[src/rtl/axi_read_responder.sv]
// axi_read_responder: single-outstanding AXI4 read responder that returns address-pattern data.
// Optional macro RD_STALL_INJECT_EN inserts a one-cycle rvalid gap after every fourth non-last beat.
module axi_read_responder #(
   parameter int C_AXI_ID_WIDTH   = 1,
   parameter int C_AXI_ADDR_WIDTH = 12,
   parameter int C_AXI_DATA_WIDTH = 128
) (
   input  logic                        clk,
   input  logic                        reset_n,
   input  logic                        s_axi_arvalid,
   input  logic [C_AXI_ID_WIDTH-1:0]   s_axi_arid,
   input  logic [C_AXI_ADDR_WIDTH-1:0] s_axi_araddr,
   input  logic [7:0]                  s_axi_arlen,
   input  logic [2:0]                  s_axi_arsize,
   input  logic [1:0]                  s_axi_arburst,
   output logic                        s_axi_arready,
   output logic                        s_axi_rvalid,
   output logic [C_AXI_ID_WIDTH-1:0]   s_axi_rid,
   output logic [C_AXI_DATA_WIDTH-1:0] s_axi_rdata,
   output logic [1:0]                  s_axi_rresp,
   output logic                        s_axi_rlast,
   input  logic                        s_axi_rready
);
   localparam int NB = C_AXI_DATA_WIDTH / 8;
   typedef enum logic {IDLE, BURST} state_t;
   state_t state, state_next;
   logic init_q, err_q, incr_q, stall_q, fire, last;
   logic [C_AXI_ID_WIDTH-1:0] id_q;
   logic [C_AXI_ADDR_WIDTH-1:0] addr_q;
   logic [7:0] len_q, beat_q, base;
   logic [2:0] size_q;
   logic [C_AXI_DATA_WIDTH-1:0] data;

   // state register
   always_ff @(posedge clk or negedge reset_n)
      if (!reset_n) state <= IDLE;
      else state <= state_next;

   // next state and handshake outputs; arready waits one edge after reset release
   always_comb begin
      state_next = state;
      s_axi_arready = state == IDLE && init_q;
      s_axi_rvalid = state == BURST && !stall_q;
      if (s_axi_arvalid && s_axi_arready) state_next = BURST;
      if (s_axi_rvalid && s_axi_rready && last) state_next = IDLE;
   end

   assign fire = s_axi_rvalid && s_axi_rready;
   assign last = beat_q == len_q;

   // latch the request, then step beat count and (for INCR) address on each completed beat
   always_ff @(posedge clk or negedge reset_n)
      if (!reset_n) begin
         init_q <= 1'b0;
         err_q  <= 1'b0;
         incr_q <= 1'b0;
         id_q   <= '0;
         addr_q <= '0;
         len_q  <= '0;
         size_q <= '0;
         beat_q <= '0;
      end else begin
         init_q <= 1'b1;
         if (s_axi_arvalid && s_axi_arready) begin
            id_q   <= s_axi_arid;
            addr_q <= s_axi_araddr;
            len_q  <= s_axi_arlen;
            size_q <= s_axi_arsize;
            beat_q <= '0;
            incr_q <= s_axi_arburst == 2'b01;
            err_q  <= s_axi_arburst[1] || (32'd1 << s_axi_arsize) > 32'(NB);
         end else if (fire) begin
            beat_q <= beat_q + 8'd1;
            if (incr_q) addr_q <= addr_q + (C_AXI_ADDR_WIDTH'(1) << size_q);
         end
      end

`ifdef RD_STALL_INJECT_EN
   // one idle cycle after each completed non-last beat whose index ends in 2'b11
   always_ff @(posedge clk or negedge reset_n)
      if (!reset_n) stall_q <= 1'b0;
      else stall_q <= fire && !last && beat_q[1:0] == 2'b11;
`else
   assign stall_q = 1'b0;
`endif

   assign base = addr_q[7:0] & ~8'(NB - 1);

   for (genvar i = 0; i < NB; i++) begin : g_lane
      assign data[8*i +: 8] = base + 8'(i);
   end

   assign s_axi_rdata = (s_axi_rvalid && !err_q) ? data : '0;
   assign s_axi_rresp = (s_axi_rvalid && err_q) ? 2'b10 : 2'b00;
   assign s_axi_rlast = s_axi_rvalid && last;
   assign s_axi_rid   = s_axi_rvalid ? id_q : '0;
endmodule
[config.mk]
export PLATFORM = sky130hd
export DESIGN_NAME = axi_read_responder
export DESIGN_NICKNAME = d
export VERILOG_FILES = /design/src/rtl/axi_read_responder.sv
export SDC_FILE = /design/constraint.sdc
export NUM_CORES = 1
export LEC_CHECK = 0
export BUFFER_PORTS_ARGS = -buffer_cell sky130_fd_sc_hd__buf_4
export CAP_MARGIN = 10
export CORE_MARGIN = 5
export CORE_UTILIZATION = 48
export CTS_CLUSTER_DIAMETER = 50
export CTS_CLUSTER_SIZE = 16
export DETAILED_ROUTE_END_ITERATION = 10
export PLACE_DENSITY_LB_ADDON = 0.05
export SETUP_SLACK_MARGIN = 0.05
export SLEW_MARGIN = 20
export SYNTH_ARGS = -nofsm -noshare
export SYNTH_HDL_FRONTEND = slang
export SYNTH_SLANG_ARGS = --single-unit
[constraint.sdc]
create_clock -name clk -period 4.7 [get_ports clk]
set_input_delay 0.94 -clock clk [delete_from_list [all_inputs] [get_ports clk]]
set_output_delay 0.94 -clock clk [all_outputs]
set_load 0.02 [all_outputs]
Word-level counts from Yosys, hierarchy flattened. Index checks and enable logic that the tools add are counted.

Register bits: 36. Bits in latches: 0. RAM bits: 0. Memory bits (read-only): 0. Input bits: 30. Output and inout port bits: 134. Memories: 0.

Add/sub/neg operators: 17. Multiply operators: 0. Divide/modulo/power cells: 0. $lt $le $gt $ge: 1. Equality and inequality tests: 2. Shift operators: 2. Mux-type cells: 10. Bitwise logic cells: 1. Reduce and logical (&&, ||, !) cells: 13.

Operator list (count): 128-bit two-way mux (1); 8-bit by 4-bit adder with 8-bit output (second input constant) (8); 12-bit two-way mux (3); 8-bit by 3-bit adder with 8-bit output (second input constant) (4); 32-bit by 5-bit > comparator with 1-bit output (second input constant) (1); 1-bit by 3-bit << shifter with 32-bit output (first input constant) (1); 8-bit by 1-bit adder with 8-bit output (second input constant) (2); 8-bit by 2-bit adder with 8-bit output (second input constant) (2); 8-bit two-way mux (2); 12-bit adder (1); 1-bit by 3-bit << shifter with 12-bit output (first input constant) (1); 8-bit equality test (1); 1-bit logical AND (7); 2-bit nonzero test (3); 1-bit two-way mux (3); 2-bit by 1-bit equality test with 1-bit output (second input constant) (1); 2-bit two-way mux (1); 2-bit AND reduction (1); 1-bit zero test (1); 1-bit logical OR (1); 1-bit inverter (1).

Depth between registers and ports, before layout. Gate-level depths: netlist (run 1).

Depth in word-level cells: 5. Depth in mapped cells: 10. Mapped depth without buffers: 9.

Least setup slack after synthesis (run 1). Ideal clock, no wire load.

Path type: register to output. From: register state, in the netlist s_axi_rvalid. To: output port s_axi_rdata[100]. Data arrival time: 2.861 ns. Data required time: 3.760 ns. Setup slack: 0.899 ns. Stages on the path, launching flop included: 4. Cells stage by stage: dfrtp_1 > nor2b_1 > and2_1 > buf_4.

Word-level cells in the longest chain between the ends: 2.

Ends and longest elaborated chain: from (decl) (line 26) `state_t state, state_next;`; from (signal assigned) (line 37) `else state <= state_next;`; 1-bit logical AND (line 93) `assign s_axi_rdata = (s_axi_rvalid && !err_q) ? data : '0;`; 128-bit two-way mux (line 93); to (decl) (line 19) `output logic [C_AXI_DATA_WIDTH-1:0] s_axi_rdata,`.

No other way between the ends.

Worst setup path after layout (run 1).
From: register state, in the netlist s_axi_rvalid. To: output port s_axi_rdata[118].

Same word-level chain as after synthesis.

==> reports/qor.yml, run 1 <==
outcome:
  outcome: "finished, final reports clean"
critical_path:
  worst_setup_path_start_kind: "flip-flop"
  cp_top_family: "simple AND/OR/NAND/NOR gates"
  path_buf_inv: 1
  arrival_ps: 2120
  cp-end-kind: "primary output"
  slowest_delay_ps: 560
  slowest_stage: "nor2b_4"
  worstSetupPathType: "flip-flop to primary output"
  path_cells: "nor2b_4, and2_1, buf_4"
  crit_fanout: 28
  worstPathRequired_ps: 3760
sta:
  post-route-min-period_ps: 3060
  fmax_mhz: 327
  slew_headroom_pct: 56.5
  tns_ps: 0
  drv_slew: 0
  worst_slack_ps: 1640
  setup_viol: 0
  fin_skew_ps: 7.60
  rsz0062_at_grt: "false"
  tightest_slew_ps: 653
  hold_viol_final: 0
  period_share_pct: 65.0
synthesis:
  synth_seq_cells: 32
  yosysSeqAreaShare_pct: 28.6
  ys_types: 39
  synth_ff_type: "dfrtp_1"
  synthCells: 334
  yosysWarningCount: 0
  synthArstFlopShare_pct: 100
  syn_area_per_cell_um2: 8.39
  synth_edf_count: 0
  synth_area_um2: 2800
floorplan:
  ioPinCount: 164
  die-area_um2: 7470
  die_w_um: 86.4
  die_h_um: 86.4
  num_rows: 27
  initial_utilization_pct: 50.3
  core_area_um2: 5570
place:
  io_buffer_count: 126
  post-place-ws_ps: 1610
  gp_congestion: 0.800
  dp_hpwl_mm: 4.36
clock_tree:
  cts_tree: "done"
  cts_sinks: 32
  root_buffer: "clkbuf_8"
  cts_buffers: 5
  hold_buffers: 0
  post_cts_buffers: 0
  h-tree-depth: 2
  clock_latency_ps: 290
  clock_path_buffers: 2
  clkTransAtPathRegs_ps: 70
  cts_resized: 0
layout:
  layout.nets: 405
  antennaDiodeCount: 0
  layout_common_cells: "buf_4, nand2_1, conb_1"
  drive_gt1_share_pct: 38.4
  layout_commonest_cell: "buf_4"
  areaGrowthSynthToFinish_pct: 9.87
run:
  cap_violations: 0
grt:
  grt_use_total_pct: 14.6
  grt_start_max_net_pins: 37
  antenna_found_initial: 0
  grt_pass1_wl_mm: 8.89
  grt_pass1_vias: 1857
  overflow: 0
power_and_ir_drop:
  ir_worst_vdd_mv: 0.402
  power.density_nw_per_um2: 672
  leakage_nw: 1.67
  power.total_w: 0.00207
routing:
  dr.pass1.iters: 4
  routed_wl_mm: 5.73
  drtAntennaViolNets: 0
  vias: 1986
  drc: 0
  drt_iter0_markers: 62
  vias_per_cell: 4.52
  wl_per_cell_um: 13.1
worst_hold_path:
  hp-class: "flip-flop to flip-flop"
cell type report:
cell class                 instances  area, um^2
inverter                           3        11.3
sequential                        32         801
tap                               72        90.1
timing repair buffer             127         953
multi-input combinational        197        1130
clock inverter                     3        23.8
clock buffer                       5        68.8
fill                             543        2490
cells in the mapped netlist, drive strengths merged (3+ instances only):
| cell | instances | area (um^2) |
|---|---|---|
| buf | 129 | 968 |
| nand2 | 51 | 191 |
| dfrtp | 32 | 801 |
| nor2 | 19 | 71.3 |
| xnor2 | 11 | 96.3 |
| and2 | 8 | 50.1 |
| ha | 8 | 100 |
| o21ai | 8 | 40.0 |
| a21oi | 6 | 30.0 |
| xor2 | 6 | 52.6 |
| clkbuf | 5 | 18.8 |
| nand4 | 5 | 43.8 |
| nor3 | 5 | 25.0 |
| and3 | 4 | 30.0 |
| nand3b | 4 | 30.0 |
| a22oi | 3 | 22.5 |
| inv | 3 | 11.3 |
| nor2b | 3 | 18.8 |
layer usage:
| metal | track usage, % | vias to the layer above | wire, um |
|---|---|---|---|
| met5 | 0 | - | 0 |
| met4 | 4.11 | 0 | 65 |
| met3 | 5.04 | 7 | 737 |
| met2 | 23.6 | 108 | 2560 |
| met1 | 18.5 | 888 | 2370 |
| li1 | - | 983 | - |
final timing paths:
kind                       depth (start not counted)    startpoint  slack (ps)                to
setup / recovery                                   3  s_axi_rvalid        1640  s_axi_rdata[118]
hold / removal                                     2          id_q         480              id_q
setup reg to reg                                   8     size_q[1]        2190         addr_q[7]
hold reg to reg                                    2          id_q         480              id_q
max in group asynchronous                          1       reset_n        3810         size_q[1]
min in group asynchronous                          1       reset_n         590          len_q[5]
state kept, by name, summed over array words and instances (netlist names):
| register | flops |
|---|---|
| addr_q | 8 |
| beat_q | 8 |
| len_q | 8 |
| size_q | 3 |
| err_q | 1 |
| id_q | 1 |
| incr_q | 1 |
| init_q | 1 |
| s_axi_rvalid | 1 |
report_power, final:
group          leakage, nW  internal (W)  switching, W
Combinational         1.24      0.000573      0.000777
Clock               0.0404      0.000105      0.000113
Sequential           0.395      0.000383      0.000119
worst min-delay path: cells and delay by family, from the launching register on:
| family | cells | cell delay, ps |
|---|---|---|
| flops | 1 | 340 |
| simple gates | 2 | 100 |
cell families after synthesis:
family | Yosys count | share of synthesized area (%)
other | 2 | 0.268
AND/OR/NAND/NOR | 107 | 18.6
AO/OA/AOI/OAI | 28 | 6.65
flip-flops | 32 | 28.6
multiplexers | 2 | 0.714
XOR/XNOR | 17 | 5.31
buffers and inverters | 137 | 35.6
adder cells (fa/ha/maj) | 9 | 4.29
metrics by stage:
stage	area, um^2	util, %	hold WS, ps	cells
floorplan	2920	-	438	366
detailed placement	2980	53.5	456	431
finish	3080	55.2	475	439
CTS	3070	55.2	476	439
global route	3080	55.2	525	439
global placement	2980	53.5	451	431
Power figures use the tool's default switching activity.
==> run 2, diff against run 1 <==
Settings changed: ABC_AREA from default to 1, CORE_UTILIZATION 48 to 41.
Clock period 4.7 ns to 2.5 ns, I/O delays scaled along.
==> run 2 against run 1 <==
Sequential power up 99%. Sequential cell count is the same. Core utilization is 6.7 points lower.
==> reports/qor.yml, run 2 <==
run:
  cap_violations: 0  # unchanged
layout:
  multi_input_area_um2: 1160  # was 1130 um^2
  final_area_um2: 3330  # was 3080 um^2
  areaGrowthSynthToFinish_pct: 13.4  # was 9.87%
  layout_common_cells: "buf_4, nand2_1, inv_1"  # was buf_4, nand2_1, conb_1
  layout_commonest_cell: "buf_4"  # unchanged
  layout.nets: 471  # was 405
  drive_gt1_share_pct: 36.5  # was 38.4%
  fill_cells: 704  # was 543
  final_core_util_pct: 48.5  # was 55.2%
  ff_latch_area_um2: 802  # was 801 um^2
  final_cells: 529  # was 439
  reg.largest.list: "addr_q (8), beat_q (8), len_q (8)"  # unchanged
  antennaDiodeCount: 0  # unchanged
clock_tree:
  post_cts_buffers: 0  # unchanged
  hold_buffers: 0  # unchanged
  clkTransAtPathRegs_ps: 70  # about the same
  cts_buffers: 5  # unchanged
  clock_latency_ps: 280  # was 290 ps
  cts_tree: "done"  # unchanged
  root_buffer: "clkbuf_8"  # unchanged
  cts_sinks: 32  # unchanged
  clock_path_buffers: 2  # unchanged
  h-tree-depth: 2  # unchanged
  cts_resized: 0  # unchanged
sta:
  fmax_mhz: 450
  worst_slack_ps: 278  # was 1640 ps
  drv_slew: 0  # unchanged
  rsz0062_at_grt: "false"  # unchanged
  hold_viol_final: 0  # unchanged
  post-route-min-period_ps: 2220
  fin_skew_ps: 8.46  # was 7.60 ps
  period_share_pct: 88.9
  setup_viol: 0  # unchanged
  hold-worst-slack_ps: 147  # was 475 ps
synthesis:
  synthArstFlopShare_pct: 100  # unchanged
  synthCells: 395  # was 334
  synth_area_um2: 2940  # was 2800 um^2
  yosysSeqAreaShare_pct: 27.2  # was 28.6%
  synth_seq_cells: 32  # unchanged
  synthTopCellsByCount: "buf_4, nand2_1, inv_1"  # was buf_4, nand2_1, dfrtp_1
  yosysWarningCount: 0  # unchanged
  ys_types: 34  # was 39
  synthTopCellsByArea: "buf_4, dfrtp_1, nand2_1, inv_1, ha_1"  # was buf_4, dfrtp_1, nand2_1, ha_1, xnor2_1
  synth_top_cell_area_share_pct: 31.9  # was 33.2%
  yosysTopAreaCell: "buf_4"  # unchanged
  synth_ff_type: "dfrtp_1"  # unchanged
  syn_area_per_cell_um2: 7.44  # was 8.39 um^2
  synth_most_common_cell: "buf_4"  # unchanged
  synth_edf_count: 0  # unchanged
floorplan:
  die-area_um2: 8960  # was 7470 um^2
  core_area_um2: 6870  # was 5570 um^2
  initial_utilization_pct: 42.8  # was 50.3%
  ioPinCount: 164  # unchanged
  die_w_um: 94.7  # was 86.4 um
  num_rows: 30  # was 27
  die_h_um: 94.7  # was 86.4 um
power_and_ir_drop:
  power.density_nw_per_um2: 1600  # was 672 nW/um^2
  ir_worst_vdd_mv: 0.813  # was 0.402 mV
  leakage_nw: 1.88  # was 1.67 nW
routing:
  drt_iter0_markers: 74  # was 62
  routed_wl_mm: 6.12  # was 5.73 mm
  wl_per_cell_um: 11.6  # was 13.1 um
  vias: 2177  # was 1,986
  drtAntennaViolNets: 0  # unchanged
  vias_per_cell: 4.12  # was 4.52
  dr.pass1.iters: 4  # unchanged
  drc: 0  # unchanged
place:
  gp_congestion: 0.782  # was 0.800
  io_buffer_count: 126  # unchanged
  dp_hpwl_mm: 4.93  # was 4.36 mm
  place_area_um2: 3210  # was 2980 um^2
  dp_cells: 521  # was 431
  post-place-ws_ps: 533  # was 1610 ps
grt:
  grt_start_max_net_pins: 33  # was 37
  overflow: 0  # unchanged
  antenna_found_initial: 0  # unchanged
  grt_pass1_wl_mm: 9.43  # was 8.89 mm
  grt_pass1_vias: 2035  # was 1,857
  grt_use_total_pct: 13.2  # was 14.6%
critical_path:
  crit_fanout: 16  # was 28
  worstPathRequired_ps: 2000  # was 3760 ps
  worst_setup_path_start_kind: "flip-flop"  # unchanged
  arrival_ps: 1720  # was 2120 ps
  worstSetupPathType: "flip-flop to primary output"  # unchanged
  cp-end-kind: "primary output"  # unchanged
worst_hold_path:
  hp-class: "input pin to asynchronous set/reset pin"  # was flip-flop to flip-flop
outcome:
  outcome: "finished, final reports clean"  # unchanged
-- run 2: cell count changes after synthesis, moves of 4 or more --
| cell | before | now |
|---|---|---|
| nand2_1 | 51 | 85 |
| nor3_1 | 5 | 9 |
| xor2_1 | 6 | 1 |
| inv_1 | 3 | 37 |
| nand3_1 | 2 | 11 |
| o21ai_0 | 8 | 4 |
| clkbuf_1 | 5 | 0 |
| o21ai_1 | 0 | 13 |
| and2_1 | 8 | 0 |
-- run 2: kinds of logic (layout without fill, tap and decap cells) --
family / Yosys count / count (layout) / share of synthesized area [%]
other: 2 / 34 / 0.256
AO/OA/AOI/OAI: 30 / 30 / 5.62
flip-flops: 32 / 32 / 27.2
buffers and inverters: 172 / 178 / 38.6
adder cells (fa/ha/maj): 9 / 9 / 4.09
XOR/XNOR: 9 / 9 / 2.68
AND/OR/NAND/NOR: 141 / 141 / 21.5
-- run 2: final timing paths --
path / slack (ps) / from / endpoint / cells past startpoint
worst max-delay path: 280 / s_axi_rvalid / s_axi_rdata[85] / 5
worst min-delay path: 150 / reset_n / len_q[6] / 1
worst max register to register: 580 / size_q[0] / addr_q[4] / 7
worst min register to register: 490 / id_q / id_q / 2
max in group asynchronous: 2030 / reset_n / s_axi_rvalid / 1
min in group clk: 410 / s_axi_arlen[2] / len_q[2] / 3
-- run 2: where the power goes --
part / total (W) / internal (W) / leakage [nW] / switching [W]
combinational: 0.00377 / 0.00150 / 1.42 / 0.00228
clock: 0.000550 / 0.000352 / 0.0645 / 0.000198
sequential: 0.00100 / 0.000757 / 0.396 / 0.000243
-- run 2: per-layer routing --
layer / global-route usage [%] / up-vias / wire length, um
li1: - / 1138 / -
met1: 16.2 / 978 / 2550
met2: 23.3 / 59 / 3200
met3: 2.87 / 2 / 344
met4: 3.25 / 0 / 25
met5: 0 / - / 0
-- run 2: final cells by class --
| type | count | area share (%) |
|---|---|---|
| repair buffers | 128 | 28.8 |
| flip-flops and latches | 32 | 24.1 |
| well taps | 96 | 3.60 |
| multi-input cells | 223 | 34.8 |
| clock buffers | 7 | 2.89 |
| inverters | 42 | 4.88 |
| clock inverters | 1 | 0.901 |
-- run 2: worst max-delay path: stages (launching register included) --
cell	delay (ps)
dfrtp_2	460
inv_2	80
nor2_4	130
clkinvlp_4	230
nor2_4	340
buf_4	210
-- run 2: metrics by stage --
stage	setup TNS [ps]	total power [W]
after floorplan	-3730	0.00436
after global placement	0	0.00481
after detailed placement	0	0.00484
after CTS	0	0.00540
after global routing	0	0.00574
final	0	0.00533
